[src/rtl/neuron_mac.sv]
// -----------------------------------------------------------------------------
// neuron_mac
//
// Sequential multiply-accumulate stage for one neuron's pre-activation value.
// It sums N_INPUTS signed Q8.8 input x weight products (each a Q16.16
// product) into a Q24.16 accumulator, adds a Q8.8 bias, and returns the
// result as a Q8.8 word. The result is truncated toward minus infinity.
// This stage feeds the 16-bit input of the sigmoid activation stage.
//
// Parameters
//   N_INPUTS   products accumulated per neuron (1..256)
//   ACC_W      accumulator width in bits (Q24.16, 40 by default)
//
// Ports
//   clk        single clock, rising edge
//   rst        synchronous active-high reset
//   start      begin a new neuron; sampled only while idle
//   bias       signed Q8.8 bias, latched when start is accepted
//   in_valid   in_data/in_weight valid
//   in_ready   stage accepts a pair this cycle
//   in_data    signed Q8.8 activation
//   in_weight  signed Q8.8 weight
//   out_valid  out_sum valid
//   out_ready  downstream accepts out_sum
//   out_sum    signed Q8.8 pre-activation result
//   busy       high whenever the stage is not idle
//
// Configuration
//   NEURON_MAC_SAT_EN  when defined, the result saturates to 16'h7FFF and
//                      16'h8000. When undefined, the result wraps in two's
//                      complement and no saturation comparators are built.
// -----------------------------------------------------------------------------
module neuron_mac #(
  parameter int N_INPUTS = 16,
  parameter int ACC_W    = 40
) (
  input  logic        clk,
  input  logic        rst,
  input  logic        start,
  input  logic [15:0] bias,
  input  logic        in_valid,
  output logic        in_ready,
  input  logic [15:0] in_data,
  input  logic [15:0] in_weight,
  output logic        out_valid,
  input  logic        out_ready,
  output logic [15:0] out_sum,
  output logic        busy
);

  // The counter must be able to reach N_INPUTS, which is 256 at most.
  localparam int CNT_W = $clog2(N_INPUTS + 1);
  localparam logic [CNT_W-1:0] LAST_CNT = CNT_W'(N_INPUTS - 1);

  typedef enum logic [1:0] {
    IDLE,
    ACCUM,
    FINAL,
    OUT
  } state_t;

  state_t                   r_state;
  state_t                   w_nextState;
  logic signed [ACC_W-1:0]  r_acc;
  logic        [CNT_W-1:0]  r_beatCnt;
  logic        [15:0]       r_bias;
  logic        [15:0]       r_outSum;

  logic signed [31:0]       w_dataExt;
  logic signed [31:0]       w_weightExt;
  logic signed [31:0]       w_prod;
  logic signed [ACC_W-1:0]  w_prodExt;
  logic                     w_beat;
  logic        [15:0]       w_result;

  // Both operands are widened to 32 bits before multiplying. The low 32 bits
  // of that product equal the exact 16x16 signed product.
  assign w_dataExt   = {{16{in_data[15]}}, in_data};
  assign w_weightExt = {{16{in_weight[15]}}, in_weight};
  assign w_prod      = w_dataExt * w_weightExt;
  assign w_prodExt   = {{(ACC_W-32){w_prod[31]}}, w_prod};

  // A beat is accepted only while accumulating. in_ready is high in exactly
  // that state.
  assign w_beat = in_valid && (r_state == ACCUM);

`ifdef NEURON_MAC_SAT_EN
  // (acc + bias<<8) >>> 8 equals (acc >>> 8) + bias, because bias<<8 has
  // zero fraction bits. The full-width sum is kept so overflow can be detected.
  localparam logic signed [ACC_W-9:0] R_MAX = (ACC_W-8)'(32767);
  localparam logic signed [ACC_W-9:0] R_MIN = (ACC_W-8)'(-32768);

  logic signed [ACC_W-9:0] w_rFull;

  assign w_rFull = $signed(r_acc[ACC_W-1:8])
                 + $signed({{(ACC_W-24){r_bias[15]}}, r_bias});

  // Clamp the shifted sum to the Q8.8 range.
  always_comb begin
    w_result = w_rFull[15:0];
    if (w_rFull > R_MAX) begin
      w_result = 16'h7FFF;
    end else if (w_rFull < R_MIN) begin
      w_result = 16'h8000;
    end
  end
`else
  // With wrap-around, only the low 16 bits of (acc >>> 8) + bias matter.
  assign w_result = r_acc[23:8] + r_bias;
`endif

  // State register.
  always_ff @(posedge clk) begin
    if (rst) begin
      r_state <= IDLE;
    end else begin
      r_state <= w_nextState;
    end
  end

  // Next-state logic. A start seen outside IDLE is dropped, including one
  // that arrives together with the output handshake.
  always_comb begin
    w_nextState = r_state;
    case (r_state)
      IDLE:    if (start) w_nextState = ACCUM;
      ACCUM:   if (w_beat && (r_beatCnt == LAST_CNT)) w_nextState = FINAL;
      FINAL:   w_nextState = OUT;
      OUT:     if (out_ready) w_nextState = IDLE;
      default: w_nextState = IDLE;
    endcase
  end

  // Datapath registers.
  // The accumulator and beat counter change only on an accepted beat, so a
  // stall holds them. out_sum is loaded once per neuron, in FINAL, and then
  // stays stable while the result is offered downstream.
  always_ff @(posedge clk) begin
    if (rst) begin
      r_acc     <= '0;
      r_beatCnt <= '0;
      r_bias    <= '0;
      r_outSum  <= '0;
    end else begin
      case (r_state)
        IDLE: begin
          if (start) begin
            r_bias    <= bias;
            r_acc     <= '0;
            r_beatCnt <= '0;
          end
        end
        ACCUM: begin
          if (w_beat) begin
            r_acc     <= r_acc + w_prodExt;
            r_beatCnt <= r_beatCnt + CNT_W'(1);
          end
        end
        FINAL: begin
          r_outSum <= w_result;
        end
        default: begin
        end
      endcase
    end
  end

  // All handshake outputs are decoded from the state register. No input
  // reaches an output combinationally.
  assign in_ready  = (r_state == ACCUM);
  assign out_valid = (r_state == OUT);
  assign busy      = (r_state != IDLE);
  assign out_sum   = r_outSum;

endmodule
[config.mk]
export PLATFORM = sky130hd
export DESIGN_NAME = neuron_mac
export DESIGN_NICKNAME = d
export VERILOG_FILES = /design/src/rtl/neuron_mac.sv
export SDC_FILE = /design/constraint.sdc
export NUM_CORES = 1
export LEC_CHECK = 0
export CORE_MARGIN = 10
export CORE_UTILIZATION = 45
export DETAILED_ROUTE_END_ITERATION = 12
export DONT_BUFFER_PORTS = 1
export SYNTH_ARGS = -nofsm -noshare
export SYNTH_HDL_FRONTEND = slang
export SYNTH_SLANG_ARGS = --single-unit
[constraint.sdc]
create_clock -name clk -period 7.5 [get_ports clk]
set_clock_uncertainty 0.2 [all_clocks]
set_input_delay 1.125 -clock clk [delete_from_list [all_inputs] [get_ports clk]]
set_output_delay 1.125 -clock clk [all_outputs]
set_load 0.03 [all_outputs]
# Word-level counts from Yosys, hierarchy flattened
# Cells that the tools add are included.
dict set report classes {
  add_sub_neg 3
  multipliers 1
  mux 10
  eq_ne 8
  reduce_logical 8
}
# op n
set op_table {}
lappend op_table {{40-bit two-way mux} 2}
lappend op_table {{40-bit one-hot mux with 2 select lines} 1}
lappend op_table {{40-bit by 32-bit adder with 40-bit output} 1}
lappend op_table {{16-bit by 16-bit multiplier with 32-bit output} 1}
lappend op_table {{16-bit adder} 1}
lappend op_table {{5-bit two-way mux} 2}
lappend op_table {{5-bit one-hot mux with 2 select lines} 1}
lappend op_table {{2-bit one-hot mux with 4 select lines} 1}
lappend op_table {{2-bit two-way mux} 3}
lappend op_table {{2-bit by 1-bit != test with 1-bit output, second input constant} 3}
lappend op_table {{3-bit AND reduction} 2}
lappend op_table {{5-bit by 1-bit adder with 5-bit output, second input constant} 1}
lappend op_table {{5-bit by 4-bit == test with 1-bit output, second input constant} 1}
lappend op_table {{2-bit == test, second input constant} 2}
lappend op_table {{2-bit nonzero test} 2}
lappend op_table {{2-bit by 1-bit == test with 1-bit output, second input constant} 1}
lappend op_table {{1-bit logical AND} 2}
lappend op_table {{2-bit zero test} 1}
lappend op_table {{2-bit != test, second input constant} 1}
lappend op_table {{2-bit AND reduction} 1}
dict set report word_totals {
  inputBits 53
  out_inout_bits 19
  elab_cells 35
  reg_bits 79
}

# Depth between registers and ports, before layout
dict set report logic_depth {
  ltp_word 5
  depth_mapped 22
  ltp_nobuf 20
}

# Least setup slack after synthesis
# OpenSTA, ideal clock, no wires.
dict set report synth_path {
  path_kind {in2reg}
  startpoint {input in_weight[7]}
  endpoint {register r_acc[21]}
  path_stages 20
  setup_time_ns 0.117
  slack_ns 0.291
  n_path_buf 2
  required_ns 7.183
  arrival_ns 6.892
  cell_sequence {clkbuf_1 > clkbuf_1 > nand2_1 > fa_1 > inv_1 > fa_1 > fa_1 > fa_1 > fa_1 > inv_1 > fa_1 > inv_1 > ha_1 > and3_1 > a221o_1 > a21o_1 > and2_1 > o31a_1 > or3_1 > a32o_1}
}
dict set report synth_between {
  elab_chain_len 4
}
# item line_no
set synth_lines {}
lappend synth_lines {{start: declaration} 44} ;# input logic [15:0] in_weight,
lappend synth_lines {{16-bit by 16-bit multiplier with 32-bit output} 80} ;# assign w_prod = w_dataExt * w_weightExt;
lappend synth_lines {{40-bit by 32-bit adder with 40-bit output} 155} ;# r_acc <= r_acc + w_prodExt;
lappend synth_lines {{40-bit two-way mux} 154} ;# if (w_beat) begin
lappend synth_lines {{40-bit one-hot mux with 2 select lines} 145} ;# case (r_state)
lappend synth_lines {{end signal: assignment} 155}
lappend synth_lines {{end: declaration} 64} ;# logic signed [ACC_W-1:0] r_acc;
# No other way between the ends. The select of a mux whose other input is x is not followed.
# A chain may end at the register's enable or synchronous reset.

# Final worst setup path
dict set report layout_path {
  startpoint {input in_weight[10]}
  endpoint {register r_acc[21]}
}
# Same word-level chain as after synthesis.

==> results.md <==
- Status: finished clean
- Worst skew pair latency: 0.33 ns
- Final TNS setup: 0 ns
- Routability congestion estimate from global placement: 0.870
- DRT iter0 DRCs: 384
- Worst-path clk slew: 0.06 ns
- IO Port Bufs: 0
- Most numerous cell in the Yosys netlist: inv_1
- Dominant cells by area after synthesis: fa_1 36%, ha_1 11%, dfxtp_1 11%
- Dpl hpwl: 22.5 mm
- Post-synth EDFFs: 0
- Sequential fraction of the synthesis area: 0.109
- Antenna viol nets, final: 0
- Crit path launch type: input port
- Longest Clk Path Bufs: 2
- Rows: 58
- Starting Density: 0.459
- Worst rel slew slack: 0.262
- WP data required: 7.53 ns
- Mean Syn Cell Area: 8.63 um^2
- Mapped Nets: 1,712
- Flops & latches, synth: 63
- Leading area contributor after synthesis: fa_1
- Post-layout min period: 6.75 ns
- I/O pin count: 72
- Critical Path AT: 6.78 ns
- Highest Clock Rate: 0.148 GHz
- Multi-input logic area: 8940 um^2
- Total Routing Usage GR: 0.169
- Total CTS buffers: 9
- # H-tree levels: 3
- Main synth FF type: dfxtp_1
- Gr ovfl total: 0
- Hold Vio Cnt, Final: 0
- Cell Area, Synth: 11,600 um^2
- Largest net degree at the start of global routing: 58
- CTS tree: yes
- FILL cells: 2,487
- Area of the core: 25,300 um^2
- Fin nets: 1,676
- Die Area: 32,600 um^2
- Commonest cells in the synthesized netlist: 328 x inv_1, 210 x fa_1, 152 x nand2_1, 132 x and2_1, 103 x ha_1
- DR WL/cell: 16.2 um
- Register Area: 1260 um^2
- Distinct cells, synth: 60
- Reg2reg path depth: 17
- Die width: 181 um
- Part of the cycle the worst path needs: 0.900
- Clk sinks: 63
- Gate Count Post-Synth: 1,346
- Crit end category: flip-flop
- Post_cts resized: 0
- Max-cap viol count: 0
- Worst hold path type: flip-flop to flip-flop
- First-pass GRT wire length: 45.6 mm
- Area grow syn2layout: 4.91%
- Die Y: 181 um
- Ratio of cells with drive above 1 in the final layout: 0.0205
- Overall routed net length: 26.6 mm
- Slew @ Worst Pin: 1.10 ns
- Antenna Diode Count: 0
- Vias per Instance: 5.00
- Hold-fix buffers at CTS: 0
- Fin. max-slew vios: 0
- Initial antenna violation count: 0
- Crit path kind: input port to flip-flop
- RSZ-0062 raised after global routing: false
- YS warnings: 0
- Number of global-route vias before repair: 8,659
- Setup violators final: 0
- Post-synth top area share: 0.362
- Root Driver: clkbuf_16
- Pre-Repair DR Iteration Count: 5
- Worst hold path depth: 2
- Via Count: 8,230
- DRC viols: 0
- Largest fanout on the critical path: 14
- Setup repair bufs after CTS: 0
- FFs w/ async S/R, synth: 0
## worst max-delay path, cell delays in order
cell     delay, ns
and2_1        0.16
fa_1          0.53
inv_1         0.06
fa_1          0.53
inv_1         0.05
fa_1          0.51
fa_1          0.54
fa_1          0.55
inv_1         0.06
fa_1          0.54
inv_1         0.05
ha_1          0.37
and3_1        0.22
a221o_1       0.32
a21o_1        0.19
and2_1        0.18
o31a_1        0.25
or3_1         0.31
a32o_1        0.24
## routing by layer
metal	up-vias	wire (um)	track usage
li1	3992	-	-
met2	172	11500	0.250
met4	0	227	0.0299
met5	-	0	0
met1	4050	13500	0.251
met3	16	1470	0.0309
## sequential cells by signal, indices dropped and copies added, names as in the netlist
name,cells
r_beatCnt,5
r_state,2
r_bias,16
r_acc,24
out_sum,16
## cell usage in the layout (no fill, tap or decap), types with 5 or more instances in the layout
| cell type | n |
|---|---|
| inv_1 | 328 |
| o21ai_0 | 18 |
| a22oi_1 | 13 |
| clkbuf_16 | 9 |
| a31oi_1 | 5 |
| a21o_1 | 15 |
| nor2_1 | 53 |
| fa_1 | 210 |
| xnor2_1 | 36 |
| dfxtp_1 | 63 |
| xor2_1 | 12 |
| o21a_1 | 12 |
| nand3_1 | 6 |
| ha_1 | 103 |
| nor3_1 | 11 |
| a21oi_1 | 41 |
| nand2_1 | 152 |
| mux2i_1 | 9 |
| and3_1 | 7 |
| and2_1 | 132 |
## through the flow
stage                     instances  area (um^2)  worst slack, ns   util  hold slack [ns]
after floorplan                1346        11600            0.291      -            0.240
after global placement         1629        11900            0.434  0.469            0.250
after detailed placement       1629        11900            0.423  0.469            0.250
after CTS                      1645        12200            0.756  0.481            0.258
after global routing           1645        12200            0.544  0.481            0.290
final                          1645        12200            0.747  0.481            0.255
## path summary, 6_finish.rpt
check | start | end | slack, ns
worst max-delay path | in_weight[10] | r_acc[21]$_SDFFE_PP0P_ | 0.75
worst min-delay path | r_bias[0]$_SDFFE_PP0P_ | r_bias[0]$_SDFFE_PP0P_ | 0.26
worst max register to register | r_acc[15]$_SDFFE_PP0P_ | r_acc[21]$_SDFFE_PP0P_ | 1.96
worst min register to register | r_bias[0]$_SDFFE_PP0P_ | r_bias[0]$_SDFFE_PP0P_ | 0.26
## layout make-up
type / instances / share of cell area
multi-input combinational: 905 / 0.733
sequential: 63 / 0.103
inverter: 328 / 0.101
tap: 330 / 0.0339
clock buffer: 9 / 0.0185
clock inverter: 7 / 0.00801
timing repair buffer: 3 / 0.00185
## kinds of logic after synthesis
group                    share of synthesized area
XOR/XNOR                                    0.0381
buffers and inverters                        0.122
AO/OA/AOI/OAI                               0.0866
adder cells (fa/ha/maj)                      0.473
AND/OR/NAND/NOR                              0.164
multiplexers                               0.00775
flip-flops                                   0.109
Power is left out: the tool's default activity adds up to more than one toggle a clock period on the data nets, which glitch-free logic cannot reach.
